<file path="src/rtl/a2d_pkg.sv">
// Shared types and ADC channel numbers for the A/D round-robin controller.
package a2d_pkg;

    typedef enum logic [2:0] {
        IDLE,
        CNV_SND,
        CNV_WAIT,
        GAP,
        RD_SND,
        RD_WAIT
    } state_t;

    localparam logic [2:0] CH_BATT   = 3'd0;
    localparam logic [2:0] CH_CURR   = 3'd1;
    localparam logic [2:0] CH_BRAKE  = 3'd3;
    localparam logic [2:0] CH_TORQUE = 3'd4;

    function automatic logic [2:0] chnl_of(input logic [1:0] idx);
        case (idx)
            2'd0:    chnl_of = CH_BATT;
            2'd1:    chnl_of = CH_CURR;
            2'd2:    chnl_of = CH_BRAKE;
            default: chnl_of = CH_TORQUE;
        endcase
    endfunction

endpackage

</file>
<file path="src/rtl/a2d_intf.sv">
// Round-robin SPI A/D controller: converts batt/curr/brake/torque, one channel per timer wrap.
// Latency: result visible the cycle after RD_WAIT sees done; one round = two SPI transactions.
// Backpressure: waits on the transceiver's done; a timer wrap arriving while busy is dropped.
module a2d_intf
    import a2d_pkg::*;
#(
    parameter int TMR_W = 14
) (
    input  logic        clk,
    input  logic        rst_n,
    input  logic        done,
    input  logic [15:0] resp,
    output logic        snd,
    output logic [15:0] cmd,
    output logic [11:0] batt,
    output logic [11:0] curr,
    output logic [11:0] brake,
    output logic [11:0] torque
);

    logic [TMR_W-1:0] tmr;
    logic [1:0]       idx;
    state_t           state_q, state_d;
    logic             start_cnv;
    logic             load_cmd;
    logic             capture;

    assign start_cnv = &tmr;

    // done is only looked at in the WAIT states, so a done left high by the
    // previous transaction is never mistaken for completion.
    always_comb begin
        state_d  = state_q;
        load_cmd = 1'b0;
        capture  = 1'b0;
        case (state_q)
            IDLE: begin
                if (start_cnv) begin
                    load_cmd = 1'b1;
                    state_d  = CNV_SND;
                end
            end
            CNV_SND:  state_d = CNV_WAIT;
            CNV_WAIT: if (done) state_d = GAP;
            GAP:      state_d = RD_SND;
            RD_SND:   state_d = RD_WAIT;
            RD_WAIT: begin
                if (done) begin
                    capture = 1'b1;
                    state_d = IDLE;
                end
            end
            default:  state_d = IDLE;
        endcase
    end

    assign snd = (state_q == CNV_SND) || (state_q == RD_SND);

    always_ff @(posedge clk or negedge rst_n) begin
        if (!rst_n) begin
            tmr     <= '0;
            state_q <= IDLE;
            idx     <= 2'd0;
            cmd     <= 16'h0000;
            batt    <= 12'h000;
            curr    <= 12'h000;
            brake   <= 12'h000;
            torque  <= 12'h000;
        end else begin
            tmr     <= tmr + TMR_W'(1);
            state_q <= state_d;
            if (load_cmd) begin
                cmd <= {2'b00, chnl_of(idx), 11'h000};
            end
            if (capture) begin
                case (idx)
                    2'd0:    batt   <= resp[11:0];
                    2'd1:    curr   <= resp[11:0];
                    2'd2:    brake  <= resp[11:0];
                    default: torque <= resp[11:0];
                endcase
                idx <= idx + 2'd1;
            end
        end
    end

endmodule

</file>
<file path="config.mk">
export PLATFORM = sky130hd
export DESIGN_NAME = a2d_intf
export DESIGN_NICKNAME = d
export VERILOG_FILES = /design/src/rtl/a2d_pkg.sv /design/src/rtl/a2d_intf.sv
export SDC_FILE = /design/constraint.sdc
export NUM_CORES = 1
export LEC_CHECK = 0
export ABC_AREA = 0
export BUFFER_PORTS_ARGS = -buffer_cell sky130_fd_sc_hd__clkbuf_2
export CORE_AREA = 2 2 61 106
export DETAILED_ROUTE_END_ITERATION = 10
export DIE_AREA = 0 0 63 108
export HOLD_SLACK_MARGIN = 0.06
export PLACE_DENSITY = 0.76
export SLEW_MARGIN = 25
export SYNTH_ARGS = -nofsm -noshare
export SYNTH_HDL_FRONTEND = slang
export SYNTH_SLANG_ARGS = --single-unit
</file>
<file path="constraint.sdc">
create_clock -name clk -period 2.1 [get_ports clk]
set_input_delay 0.315 -clock clk [delete_from_list [all_inputs] [get_ports clk]]
set_output_delay 0.315 -clock clk [all_outputs]
set_load 0.02 [all_outputs]
</file>
==> impl_results.md <==
* N_diodes at 0
* RSZ-0062 raised after global routing: no
* CTS clk-pin slew, worst paths at 0.06 ns
* Htree depth at 3
* CP cell instances: ha_1, nand4_1, nor4_1, nand3b_1, mux2_2
* Final wirelength at 5190 µm
* Clock power share at 23.0%
* CTS Buffer Depth at 2
* Cells on Worst Hold Path at 2
* Root Driver: clkbuf_8
* GRT Overall Usage at 17.0%
* Yosys warns at 0
* Via density at 4.96
* Core ar. at 0.00588 mm²
* Vias in the first global route at 1787
* Count leader, synth: dfrtp_1
* Yosys top cell area share at 60.0%
* Dominant synthesized flop cell: dfrtp_1
* FMAX at 534 MHz
* Starting Density at 49.6%
* Crit path time final at 1.87 ns
* Initial antenna violation count at 0
* CTS sink count at 70
* Synthesized area per cell at 14.2 µm²
* WL/cell at 14.5 µm
* Max Cap Viol at 0
* Leak at 1.85 nW
* NetSw at 1.58 mW
* Synth unique cells at 26
* Post-route insts no fill at 357
* Sequential power share at 44.0%
* Clock Skews at 0.00673 ns
* # nets final at 301
* Hold WC Path Type: in2reg
* GPL Wtd Cong at 0.773
* Post-synthesis register bit count at 70
* Crit-path max FO at 4
* Hold Buf Count CTS at 1
* Setup violators final at 0
* First drt pass iteration count at 4
* Largest net degree at the start of global routing at 33
* Synth area leader: dfrtp_1
* Iteration-0 DRC Markers at 41
* VDD IR max at 629 µV
* Area contributors post-synth: dfrtp_1 (60%), mux2_2 (20%), buf_4 (3.6%)
* Crit path launch type: flip-flop
* Chip Width at 63 µm
* Gr ovfl total at 0
* Number of routed nets with antenna violations at 0
* Synth top cells by count: dfrtp_1 (70), mux2_2 (51), buf_4 (14)
* Switch share at 34.3%
* TritonCTS clock tree: yes
* EDFF count, synth at 0
* Share of layout cells above drive strength 1 at 49.1%
* Synth-to-Final Area Change at 18.7%
* Critical path class: reg2reg
* Post-place setup slack at 0.211 ns
* Total setup buffers inserted after CTS at 0
* Die H at 108 µm
* CP Capture Type: flip-flop
* Fin. Hold Viols at 0
* Via count at 1769
* Worst-Skew Late Latency at 0.33 ns
* Async SR Flop Fraction at 100%
* Critical Path RT at 2.31 ns
* Slew Limit Fails at 0
* Logic pwr share at 33.0%
* Num rows at 37
* First-pass GRT wire length at 8800 µm
* Dpl cells at 343
* Worst setup margin at 0.226 ns
* Worst reg2reg path depth at 5
* Sequential-to-total area share from yosys stat at 60.0%
* TNS Setup at 0 ns
* Period utilization at 89.2%
* Post-layout util at 58.9%
* HPWL Detailed at 3720 µm
* Critical-path top delay cell: nor4_1
* Mapped cell area at 0.00292 mm²
* Port bufs at 66
* Total die area at 0.00680 mm²
* Num CTS Buffers at 9
* DRC violation count after routing at 0
* Pwr Density at 1330 mW/mm²
* Mapped Cells at 205
* CP peak stage delay at 0.43 ns
* Int Power at 3.02 mW
* Io pins at 84
* Post_cts resized at 0
* CP Data Arrival Time at 2.09 ns
* Status: finished, final reports clean
* Fill count at 498
-- power by group through the flow --
stage	Clock, mW	Sequential [mW]	Combinational [mW]
3_5_place_dp	0	2.05	1.54
3_3_place_gp	0	2.03	1.50
5_1_grt	1.15	2.08	1.62
2_1_floorplan	0	2.47	0.588
4_1_cts	1.10	2.03	1.55
6_report	1.06	2.03	1.52
-- path summary, 6_finish.rpt --
path	end	start	slack [ns]
max	cmd[12]$_DFFE_PN0P_	tmr[0]$_DFF_PN0_	0.23
min	batt[1]$_DFFE_PN0P_	resp[1]	0.26
max reg2reg	cmd[12]$_DFFE_PN0P_	tmr[0]$_DFF_PN0_	0.23
min reg2reg	tmr[13]$_DFF_PN0_	tmr[13]$_DFF_PN0_	0.47
max in group asynchronous	torque[5]$_DFFE_PN0P_	rst_n	1.02
min in group asynchronous	curr[1]$_DFFE_PN0P_	rst_n	0.44
-- layout make-up --
| class | instances | area, µm² | area share, % |
|---|---|---|---|
| tap | 78 | 97.6 | 2.82 |
| sequential | 70 | 1750 | 50.6 |
| inverter | 3 | 11.3 | 0.325 |
| clock inverter | 1 | 30.0 | 0.867 |
| multi-input combinational | 124 | 1040 | 30.0 |
| timing repair buffer | 69 | 368 | 10.6 |
| clock buffer | 12 | 165 | 4.77 |
-- worst max-delay path: cells and delay by family (launching register included) --
kind                       cells  cell delay (ns)
and+or+nand+nor                3             0.82
DFF                            1             0.39
muxes                          1             0.31
adders and majority gates      1             0.24
-- placed cells by master, fill, tap and decap left out, drive strengths merged, types with 2 or more instances in the layout --
cell type  netlist  routed
and3             2       2
buf             19       3
clkbuf           1      77
conb             1      13
dfrtp           70      70
ha               5       5
inv              3       3
mux2            51      51
nand2           12      12
nand3            3       3
nand3b           2       2
nand4            5       5
nor2             6       6
nor3             2       2
nor3b            2       2
o21ai            2       2
xnor2           10      10
xor2             5       5
-- flip-flops by register name, indices dropped and copies added (netlist names) --
signal,cells
tmr,14
batt,12
brake,12
curr,12
torque,12
cmd,3
state_q,3
idx,2
-- through the flow --
| step | total power, mW | hold slack, ns | cell area [µm²] |
|---|---|---|---|
| floorplan | 3.05 | 0.0194 | 2960 |
| global placement | 3.54 | 0.254 | 3260 |
| detailed placement | 3.59 | 0.270 | 3260 |
| CTS | 4.67 | 0.239 | 3460 |
| global route | 4.86 | 0.252 | 3460 |
| finish | 4.60 | 0.256 | 3460 |
-- cells by family after synthesis --
| kind of cell | share of synthesized area [%] |
|---|---|
| AOI/OAI and AO/OA | 0.815 |
| and+or+nand+nor | 6.86 |
| xor gates and xnor gates | 4.50 |
| DFF | 60.0 |
| buffers and inverters | 5.83 |
| adders and majority gates | 2.14 |
| muxes | 19.7 |
| other | 0.129 |
-- per-layer routing --
layer | part of all wire (%) | GRT usage, % | up-vias
met3 | 5.0 | 4.47 | 10
met4 | 1.8 | 7.14 | 0
met1 | 40 | 19.7 | 887
li1 | - | - | 816
met5 | 0 | 0 | -
met2 | 53 | 29.6 | 56
No activity file was read; power rests on OpenSTA's default activity.
